File: src/rtl/pingpong_sched_pkg.sv
// Shared state encoding and default sizing for the ping-pong read scheduler.
package pingpong_sched_pkg;

  typedef enum logic [2:0] {
    S_IDLE     = 3'd0,
    S_ARM      = 3'd1,
    S_WAIT_RDY = 3'd2,
    S_BURST    = 3'd3,
    S_GAP      = 3'd4,
    S_DONE     = 3'd5
  } state_e;

  localparam int unsigned DEF_BLOCK_WORDS  = 4096;
  localparam int unsigned DEF_TOTAL_BLOCKS = 118;
  localparam int unsigned DEF_GAP_CYCLES   = 4;

endpackage

File: src/rtl/sync_rise_det.sv
// Two-flop synchronizer for a level from another clock domain, plus a one-cycle rise pulse.
module sync_rise_det (
  input  logic clk,
  input  logic rst_bar,
  input  logic din,
  output logic level,
  output logic rise
);

  // [0],[1] form the synchronizer; [2] remembers the previous synced level
  logic [2:0] sync_q;

  always_ff @(posedge clk or negedge rst_bar) begin
    if (!rst_bar) begin
      sync_q <= '0;
    end else begin
      sync_q <= {sync_q[1:0], din};
    end
  end

  assign level = sync_q[1];
  assign rise  = sync_q[1] & ~sync_q[2];

endmodule

File: src/rtl/pingpong_read_scheduler.sv
// Read-side sequencer: drains one block per filled bank, throttled by the host pipe,
// and stops after a programmed number of blocks.
module pingpong_read_scheduler
  import pingpong_sched_pkg::*;
#(
  parameter int unsigned BLOCK_WORDS  = DEF_BLOCK_WORDS,
  parameter int unsigned TOTAL_BLOCKS = DEF_TOTAL_BLOCKS,
  parameter int unsigned GAP_CYCLES   = DEF_GAP_CYCLES,
  parameter int unsigned WCNT_W       = 13,
  parameter int unsigned BCNT_W       = 10
) (
  input  logic              clk,
  input  logic              rst_bar,
  input  logic              start,
  input  logic              abort,
  input  logic              ep_ready,
  input  logic              host_rd_en,
  output logic              ep_read,
  output logic              busy,
  output logic              done,
  output logic              overrun,
  output logic [BCNT_W-1:0] block_count,
  output logic [WCNT_W-1:0] word_count,
  output logic [2:0]        state
);

  localparam int unsigned GW = (GAP_CYCLES > 1) ? $clog2(GAP_CYCLES) : 1;
  localparam logic [WCNT_W-1:0] WORD_LAST = WCNT_W'(BLOCK_WORDS - 1);
  localparam logic [BCNT_W-1:0] BLK_TOTAL = BCNT_W'(TOTAL_BLOCKS);
  localparam logic [BCNT_W-1:0] BLK_LAST  = BCNT_W'(TOTAL_BLOCKS - 1);
  localparam logic [GW-1:0]     GAP_LAST  = GW'(GAP_CYCLES - 1);

  state_e            state_q;
  logic              pending_q;
  logic              overrun_q;
  logic [WCNT_W-1:0] word_q;
  logic [BCNT_W-1:0] block_q;
  logic [GW-1:0]     gap_q;
  logic              rdy_level;
  logic              rdy_edge;

  sync_rise_det u_rdy_sync (
    .clk     (clk),
    .rst_bar (rst_bar),
    .din     (ep_ready),
    .level   (rdy_level),
    .rise    (rdy_edge)
  );

  always_ff @(posedge clk or negedge rst_bar) begin
    if (!rst_bar) begin
      state_q   <= S_IDLE;
      pending_q <= 1'b0;
      overrun_q <= 1'b0;
      word_q    <= '0;
      block_q   <= '0;
      gap_q     <= '0;
    end else if (abort) begin
      // counters and overrun stay visible for host readout
      state_q   <= S_IDLE;
      pending_q <= 1'b0;
    end else begin
      // a bank filling while a block is in flight queues once, then overruns
      if (rdy_edge && (state_q == S_BURST || state_q == S_GAP)) begin
        if (pending_q) overrun_q <= 1'b1;
        else           pending_q <= 1'b1;
      end
      unique case (state_q)
        S_IDLE, S_DONE: begin
          if (start) begin
            state_q   <= S_ARM;
            pending_q <= 1'b0;
            overrun_q <= 1'b0;
            word_q    <= '0;
            block_q   <= '0;
            gap_q     <= '0;
          end
        end
        S_ARM: begin
          pending_q <= rdy_level;
          state_q   <= S_WAIT_RDY;
        end
        S_WAIT_RDY: begin
          if (pending_q || rdy_edge) begin
            state_q   <= S_BURST;
            // the pending bank is consumed; a simultaneous edge becomes the next one
            pending_q <= pending_q & rdy_edge;
          end
        end
        S_BURST: begin
          if (ep_read) begin
            if (word_q == WORD_LAST) begin
              word_q <= '0;
              gap_q  <= '0;
              if (block_q < BLK_TOTAL) block_q <= block_q + 1'b1;
              if (block_q >= BLK_LAST)  state_q <= S_DONE;
              else if (GAP_CYCLES == 0) state_q <= S_WAIT_RDY;
              else                      state_q <= S_GAP;
            end else begin
              word_q <= word_q + 1'b1;
            end
          end
        end
        S_GAP: begin
          if (gap_q == GAP_LAST) begin
            gap_q   <= '0;
            state_q <= S_WAIT_RDY;
          end else begin
            gap_q <= gap_q + 1'b1;
          end
        end
        default: state_q <= S_IDLE;
      endcase
    end
  end

  assign ep_read     = (state_q == S_BURST) & host_rd_en & ~abort;
  assign busy        = (state_q != S_IDLE) && (state_q != S_DONE);
  assign done        = (state_q == S_DONE);
  assign overrun     = overrun_q;
  assign block_count = block_q;
  assign word_count  = word_q;
  assign state       = state_q;

endmodule

File: config.mk
export PLATFORM = sky130hd
export DESIGN_NAME = pingpong_read_scheduler
export DESIGN_NICKNAME = d
export VERILOG_FILES = /design/src/rtl/pingpong_sched_pkg.sv /design/src/rtl/sync_rise_det.sv /design/src/rtl/pingpong_read_scheduler.sv
export SDC_FILE = /design/constraint.sdc
export NUM_CORES = 1
export LEC_CHECK = 0
export CAP_MARGIN = 15
export CORE_MARGIN = 2
export CORE_UTILIZATION = 25
export CTS_CLUSTER_SIZE = 8
export DETAILED_ROUTE_END_ITERATION = 12
export PLACE_DENSITY = 0.42
export SYNTH_ARGS = -nofsm -noshare
export SYNTH_HDL_FRONTEND = slang
export SYNTH_SLANG_ARGS = --single-unit
File: constraint.sdc
create_clock -name clk -period 2.7 [get_ports clk]
set_clock_uncertainty 0.1 [all_clocks]
set_input_delay 0.54 -clock clk [delete_from_list [all_inputs] [get_ports clk]]
set_output_delay 0.54 -clock clk [all_outputs]
set_load 0.03 [all_outputs]
==> results by group, run 1 <==
Outcome
  • Status: completed

Clock network
  • Resized Gates After CTS: 0
  • Root Driver: sky130_fd_sc_hd__clkbuf_8
  • Buffer count from post-CTS setup fixing: 0
  • Htree depth: 2
  • Number of buffers inserted for hold repair after clock tree synthesis: 0
  • Total clock sinks: 33
  • Buffer levels on the longest clock path: 2
  • Later-pin clock latency in the skew report: 290 ps
  • Number of CTS-inserted buffers: 5
  • CTS tree: built
  • Clock-pin slew of the registers on the worst-case setup and hold paths: 70 ps

Synth
  • Yosys Warn Count: 0
  • Post-synthesis instance total: 200
  • Synthesized netlist net count: 211
  • Most used DFF post-synth: sky130_fd_sc_hd__dfrtp_1
  • Share of async-settable or async-resettable flops after synthesis: 100%
  • Dominant cell type by area after synthesis: sky130_fd_sc_hd__dfrtp_1
  • Post-Synthesis Mean Instance Area: 9.32 um^2
  • Number of flip-flops and latches in the synthesized netlist: 33
  • Number of distinct standard cells referenced by the synthesized netlist: 45
  • Share of the synthesized area in the top cell type: 44.3%
  • Summed instance area of the synthesized netlist: 1860 um^2
  • Portion of the post-synthesis area used by sequential elements: 44.3%
  • Synth area leaders: sky130_fd_sc_hd__dfrtp_1 (44%), sky130_fd_sc_hd__o21ai_0 (5.4%), sky130_fd_sc_hd__ha_1 (3.4%)
  • Count of flip-flops with a built-in enable after synthesis: 0

Setup path
  • Arrival time worst endpoint: 1940 ps
  • Longest individual stage delay on the worst path: 610 ps
  • Crit path cell chain: xnor2_1 > nand2_1 > clkdlybuf4s50_1
  • CP max FO: 10
  • Critical-path cell with the highest stage delay: sky130_fd_sc_hd__clkdlybuf4s50_1
  • Type of destination of the critical path: output pin
  • Worst setup path class: register to output pin
  • Startpoint types: register
  • Depth of the worst register-to-register path: 5
  • CP required: 2060 ps

Floorplanning
  • Effective utilization at floorplan: 25.7%
  • Std-Cell Core Area: 7250 um^2
  • Die outline width: 90.4 um
  • DIE HEIGHT: 90.4 um
  • Total Die Area: 8160 um^2
  • Std-Cell Rows: 31
  • Top-Level Pins: 36

Global route
  • Final global-route overflow total: 0
  • Vias in the first global route: 1691
  • Global-route usage over all layers: 13.2%
  • Wire length of the first global-routing pass: 8740 um
  • GRT met2 Usage: 19.9%
  • Pin count of the biggest net entering global routing: 34
  • GRT met1 Usage: 18.3%
  • Global-route layer with the greatest usage: met2
  • Antenna violations before repair: 0
  • Met3 Usage GRT: 3.92%

Place
  • Count of input and output buffers: 35
  • Worst setup slack after placement: 178 ps
  • Post-DP HPWL: 3550 um
  • Count of placed standard cells including taps: 339
  • Placer's final routability congestion estimate: 0.748

Pwr
  • Total leakage power: 1.04 nW
  • Internal power: 1.04 mW
  • Fraction of power spent switching nets: 33.5%
  • Maximum vdd drop: 0.000265 V
  • Sequential Power Share: 35.6%
  • Share of total power in the clock network: 31.4%
  • Combinational power share: 33.0%
  • Ratio of total power to cell area: 619 nW/um^2
  • Sw power: 0.524 mW

Finish
  • Number of fill cells: 771
  • Net count, final: 258
  • Fraction of layout cells with a size suffix above 1: 12.1%
  • Most common cell after layout, fill and taps aside: sky130_fd_sc_hd__clkdlybuf4s50_1
  • Highest-count cells in the layout ignoring fill and taps: sky130_fd_sc_hd__clkdlybuf4s50_1 (34), sky130_fd_sc_hd__dfrtp_1 (33), sky130_fd_sc_hd__o21ai_0 (20), sky130_fd_sc_hd__buf_4 (16)
  • Post-Layout Cell Count: 347
  • Number of antenna repair diodes: 0
  • Layout area overhead: 35.4%

Timing
  • Setup slack of the critical path after layout: 124 ps
  • Post-route clock period utilization: 95.4%
  • Slew at the pin with the worst max-slew slack: 698 ps
  • Relative slew slack: 53.0%
  • Setup Total Neg Slack: 0 ps
  • Min cycle time layout: 2580 ps
  • Final number of max-transition violations: 0
  • Unrepaired setup endpoints after global routing: no
  • Number of endpoints failing setup at the final stage: 0
  • Endpoints failing hold: 0
  • Fmax: 0.388 GHz

Detailed routing
  • 1st-pass router iterations: 4
  • Vias per cell: 4.86
  • Antenna-violating nets left: 0
  • Avg WL per Cell: 14.4 um
  • First-iteration detailed-routing DRC count: 74
  • Number of remaining DRC errors: 0
  • Vias post-DR: 1687
  • Final routed wirelength across all metal layers: 4990 um

Worst hold path
  • Hold WC Path Type: register to register
  • Number of cells on the worst hold path: 0

Run
  • Maximum capacitance violations: 0
[sequential cells by signal, summed over array words and instances, names as in the netlist]
name and cells:
overrun 1, pending_q 1, state 3, gap_q 2, word_count 13, block_count 10
u_rdy_sync.sync_q 3
[cell usage after synthesis, types with 2 or more instances]
cell and instances:
sky130_fd_sc_hd__a21o_1 2, sky130_fd_sc_hd__a21oi_1 11, sky130_fd_sc_hd__a22oi_1 2, sky130_fd_sc_hd__a31oi_1 2
sky130_fd_sc_hd__and2_1 3, sky130_fd_sc_hd__and3_1 3, sky130_fd_sc_hd__buf_2 3, sky130_fd_sc_hd__clkbuf_1 7
sky130_fd_sc_hd__dfrtp_1 33, sky130_fd_sc_hd__ha_1 5, sky130_fd_sc_hd__inv_1 11, sky130_fd_sc_hd__mux2_2 2
sky130_fd_sc_hd__mux2i_1 2, sky130_fd_sc_hd__nand2_1 15, sky130_fd_sc_hd__nand2b_1 6, sky130_fd_sc_hd__nand3_1 6
sky130_fd_sc_hd__nand3b_1 2, sky130_fd_sc_hd__nor2_1 15, sky130_fd_sc_hd__nor3_1 7, sky130_fd_sc_hd__nor3b_1 2
sky130_fd_sc_hd__o2111ai_1 2, sky130_fd_sc_hd__o21a_1 3, sky130_fd_sc_hd__o21ai_0 20, sky130_fd_sc_hd__o221ai_1 2
sky130_fd_sc_hd__o31ai_1 5, sky130_fd_sc_hd__o32a_1 2, sky130_fd_sc_hd__o41ai_1 2, sky130_fd_sc_hd__or3_1 2
sky130_fd_sc_hd__or4_1 5, sky130_fd_sc_hd__xor2_1 3
[per-layer routing]
layer,up-vias,wire length (um)
met5,-,0
li1,830,-
met3,8,244
met1,814,2490
met4,0,66
met2,35,2190
[layout make-up]
cell class	instances	area [um^2]	area share [%]
Multi-Input combinational cell	146	956	37.9
Clock inverter	1	30.0	1.19
Tap cell	99	124	4.91
Inverter	11	41.3	1.64
Sequential cell	33	826	32.7
Clock buffer	7	86.3	3.42
Timing Repair Buffer	50	460	18.2
[path summary, 6_finish.rpt]
kind / from / end / slack (ps)
setup / recovery: state[2] / busy / 120
hold reg to reg: u_rdy_sync.sync_q[0] / u_rdy_sync.sync_q[1] / 250
hold / removal: u_rdy_sync.sync_q[0] / u_rdy_sync.sync_q[1] / 250
min in group asynchronous: rst_bar / block_count[9] / 570
setup reg to reg: state[2] / block_count[3] / 310
max in group asynchronous: rst_bar / state[1] / 1610
[logic make-up (layout without fill, tap and decap cells)]
family | Yosys count | after routing | synth area share [%]
buffers and inverters | 21 | 69 | 4.43
DFF | 33 | 33 | 44.3
adders and majority gates | 5 | 5 | 3.36
xor gates and xnor gates | 4 | 4 | 1.88
AOI/OAI and AO/OA | 59 | 59 | 20.9
and+or+nand+nor | 74 | 74 | 22.9
muxes | 4 | 4 | 2.28
[worst max-delay path: cells and delay by family (launching register included)]
family / cells / cell delay [ps]
buf+inv: 1 / 610
flops: 1 / 490
xor+xnor: 1 / 450
simple gates: 1 / 110
[metrics by stage]
| step | total power [mW] | area [um^2] | utilization (%) | hold slack (ps) |
|---|---|---|---|---|
| after global routing | 1.67 | 2520 | 34.8 | 270 |
| after floorplan | 0.884 | 1860 | - | 144 |
| after CTS | 1.59 | 2520 | 34.8 | 255 |
| after detailed placement | 1.08 | 2410 | 33.2 | 237 |
| after global placement | 1.09 | 2410 | 33.2 | 238 |
| final | 1.56 | 2520 | 34.8 | 252 |
[power by group through the flow]
stage,sequential (mW),combinational (mW),clock [mW]
after floorplan,0.593,0.291,0
after global routing,0.562,0.572,0.532
final,0.556,0.516,0.490
after detailed placement,0.566,0.518,0
after global placement,0.567,0.525,0
after CTS,0.557,0.519,0.511
Note: power is estimated with default switching activity, not from simulation.
==> inputs of run 2 (changes only) <==
--- a/config.mk
+++ b/config.mk
@@ -6,8 +6,10 @@
 export NUM_CORES = 1
 export LEC_CHECK = 0
 export CAP_MARGIN = 15
+export CORE_ASPECT_RATIO = 0.6
 export CORE_MARGIN = 2
 export CORE_UTILIZATION = 25
+export CTS_CLUSTER_DIAMETER = 40
 export CTS_CLUSTER_SIZE = 8
 export DETAILED_ROUTE_END_ITERATION = 12
 export PLACE_DENSITY = 0.42
==> run 2 against run 1 <==
Effect of this change: non-clock buffer count shrank 4; flip-flop and latch count unchanged; sequential share of layout area hardly changed; die area grew 0.28%; sequential power barely moved; register-to-register slack better by 50 ps; design area barely moved; clock power increased by 15%; final cell count unchanged.
==> results by group, run 2 (synthesized netlist as in run 1, its figures left out) <==
Outcome
  • Status: completed (unchanged)

Setup path
  • Arrival time worst endpoint: 1860 ps (was 1940 ps)
  • WP buf/inv: 4 (was 1)
  • Depth of the worst register-to-register path: 6 (was 5)
  • Crit path cell chain: clkdlybuf4s50_1 > inv_1 > nor3_1 > buf_4 > buf_4 (was xnor2_1 > nand2_1 > clkdlybuf4s50_1)
  • Family of cells with the greatest summed delay on the critical path: buffers and inverters (unchanged)
  • Critical-path cell with the highest stage delay: sky130_fd_sc_hd__clkdlybuf4s50_1 (unchanged)
  • Type of destination of the critical path: output pin (unchanged)
  • Longest individual stage delay on the worst path: 510 ps (was 610 ps)
  • CP max FO: 9 (was 10)
  • CP required: 2060 ps (about the same)
  • Worst setup path class: primary input to output pin (was register to output pin)
  • Startpoint types: primary input (was register)
  • Logic depth of the worst path, buffers included: 5 (was 3)
  • Cell repeated most along the worst path: sky130_fd_sc_hd__buf_4

Place
  • Placer's final routability congestion estimate: 0.734 (was 0.748)
  • Count of input and output buffers: 35 (unchanged)
  • Count of placed standard cells including taps: 340 (was 339)
  • Post-DP HPWL: 3670 um (was 3550 um)

Finish
  • Area used by multi-input combinational logic: 956 um^2 (unchanged)
  • Number of fill cells: 762 (was 771)
  • Fraction of layout cells with a size suffix above 1: 10.3% (was 12.1%)
  • Seq. cell area: 826 um^2 (unchanged)
  • Number of antenna repair diodes: 0 (unchanged)
  • Layout area overhead: 35.5% (was 35.4%)
  • Post-Layout Cell Count: 347 (unchanged)
  • Highest-count cells in the layout ignoring fill and taps: sky130_fd_sc_hd__clkdlybuf4s50_1 (34), sky130_fd_sc_hd__dfrtp_1 (33), sky130_fd_sc_hd__o21ai_0 (20), sky130_fd_sc_hd__nand2_1 (15), sky130_fd_sc_hd__nor2_1 (15) (was sky130_fd_sc_hd__clkdlybuf4s50_1 (34), sky130_fd_sc_hd__dfrtp_1 (33), sky130_fd_sc_hd__o21ai_0 (20), sky130_fd_sc_hd__buf_4 (16))
  • Flip-flop count of the largest register, all copies and words added: 13 (unchanged)
  • Most common cell after layout, fill and taps aside: sky130_fd_sc_hd__clkdlybuf4s50_1 (unchanged)
  • Net count, final: 254 (was 258)

Floorplanning
  • Die outline width: 115 um (was 90.4 um)
  • Total Die Area: 8190 um^2 (was 8160 um^2)
  • Std-Cell Rows: 24 (was 31)
  • Std-Cell Core Area: 7240 um^2 (was 7250 um^2)
  • DIE HEIGHT: 70.9 um (was 90.4 um)
  • Effective utilization at floorplan: 25.8% (was 25.7%)
  • Top-Level Pins: 36 (unchanged)

Detailed routing
  • Number of remaining DRC errors: 0 (unchanged)
  • Vias per cell: 4.81 (was 4.86)
  • Antenna-violating nets left: 0 (unchanged)
  • First-iteration detailed-routing DRC count: 54 (was 74)
  • Avg WL per Cell: 14.9 um (was 14.4 um)
  • Vias post-DR: 1670 (was 1687)
  • Final routed wirelength across all metal layers: 5190 um (was 4990 um)
  • 1st-pass router iterations: 4 (unchanged)

Global route
  • Wire length of the first global-routing pass: 8600 um (was 8740 um)
  • Antenna violations before repair: 0 (unchanged)
  • Final global-route overflow total: 0 (unchanged)
  • Pin count of the biggest net entering global routing: 34 (unchanged)
  • Global-route usage over all layers: 13.5% (was 13.2%)
  • Vias in the first global route: 1583 (was 1691)

Timing
  • Fmax: 0.400 GHz (was 0.388 GHz)
  • Min cycle time layout: 2500 ps (was 2580 ps)
  • Number of endpoints failing setup at the final stage: 0 (unchanged)
  • Setup Total Neg Slack: 0 ps (unchanged)
  • Post-route clock period utilization: 92.7% (was 95.4%)
  • Unrepaired setup endpoints after global routing: no (unchanged)
  • Endpoints failing hold: 0 (unchanged)
  • Relative slew slack: 48.4% (was 53.0%)
  • Slew at the pin with the worst max-slew slack: 765 ps (was 698 ps)
  • Final number of max-transition violations: 0 (unchanged)

Clock network
  • Resized Gates After CTS: 0 (unchanged)
  • Later-pin clock latency in the skew report: 270 ps (was 290 ps)
  • CTS tree: built (unchanged)
  • Root Driver: sky130_fd_sc_hd__clkbuf_16 (was sky130_fd_sc_hd__clkbuf_8)
  • Htree depth: 2 (unchanged)
  • Buffer count from post-CTS setup fixing: 0 (unchanged)
  • Buffer levels on the longest clock path: 2 (unchanged)
  • Total clock sinks: 33 (unchanged)
  • Clock-pin slew of the registers on the worst-case setup and hold paths: 50 ps (was 70 ps)
  • Number of buffers inserted for hold repair after clock tree synthesis: 0 (unchanged)
  • Number of CTS-inserted buffers: 5 (unchanged)

Pwr
  • Design Power: 1.63 mW (was 1.56 mW)
  • Total leakage power: 1.04 nW (about the same)
  • Maximum vdd drop: 0.000234 V (was 0.000265 V)
  • Ratio of total power to cell area: 646 nW/um^2 (was 619 nW/um^2)

Run
  • Maximum capacitance violations: 0 (unchanged)

Worst hold path
  • Hold WC Path Type: register to register (unchanged)
  • Number of cells on the worst hold path: 0 (unchanged)
==> run 2: cell types whose count changed in the layout (fill, tap and decap cells not counted) <==
| cell | previous run | this run |
|---|---|---|
| sky130_fd_sc_hd__clkbuf_8 | 6 | 1 |
| sky130_fd_sc_hd__clkbuf_16 | 0 | 5 |
| sky130_fd_sc_hd__bufinv_16 | 1 | 0 |
| sky130_fd_sc_hd__buf_4 | 16 | 12 |
==> run 2: final timing paths <==
kind                                   endpoint  slack, ps            startpoint
max reg2reg                       word_count[5]        360         word_count[0]
min in group asynchronous  u_rdy_sync.sync_q[2]        590               rst_bar
max                                     ep_read        200            host_rd_en
min reg2reg                u_rdy_sync.sync_q[1]        250  u_rdy_sync.sync_q[0]
min                        u_rdy_sync.sync_q[1]        250  u_rdy_sync.sync_q[0]
max in group asynchronous         word_count[5]       1590               rst_bar
==> run 2: worst register-to-register path: stages, from the launching register on <==
cell and delay, ps:
sky130_fd_sc_hd__dfrtp_1 410, sky130_fd_sc_hd__ha_1 250, sky130_fd_sc_hd__nand3_2 170, sky130_fd_sc_hd__nor4_4 80, sky130_fd_sc_hd__nor2_1 430, sky130_fd_sc_hd__o21ai_0 450, sky130_fd_sc_hd__o41ai_1 340
==> run 2: routing by layer <==
| metal | wire length [um] | GRT usage [%] | vias to the layer above |
|---|---|---|---|
| met5 | 0 | 0 | - |
| met4 | 37 | 2.81 | 0 |
| met3 | 248 | 3.60 | 5 |
| met2 | 1940 | 17.0 | 42 |
| met1 | 2960 | 22.1 | 803 |
| li1 | - | - | 820 |
==> run 2: stage by stage <==
stage	setup slack (ps)	util, %	hold slack [ps]	cell area [um^2]
global placement	170	32.9	235	2380
floorplan	214	-	144	1860
detailed placement	130	32.9	242	2380
CTS	182	34.9	255	2530
finish	198	34.9	250	2530
global route	71.5	34.9	264	2530
==> run 2: cell type report <==
type | instances | share of cell area, %
multi-input cells | 146 | 37.8
inverters | 11 | 1.63
repair buffers | 46 | 17.0
clock buffers | 7 | 5.65
flip-flops and latches | 33 | 32.7
well taps | 104 | 5.15
==> run 2: power by group <==
part / internal [mW] / total (mW) / switching (mW)
Combinational: 0.203 / 0.508 / 0.305
Clock: 0.362 / 0.565 / 0.203
Sequential: 0.522 / 0.559 / 0.0372
Total: 1.09 / 1.63 / 0.545
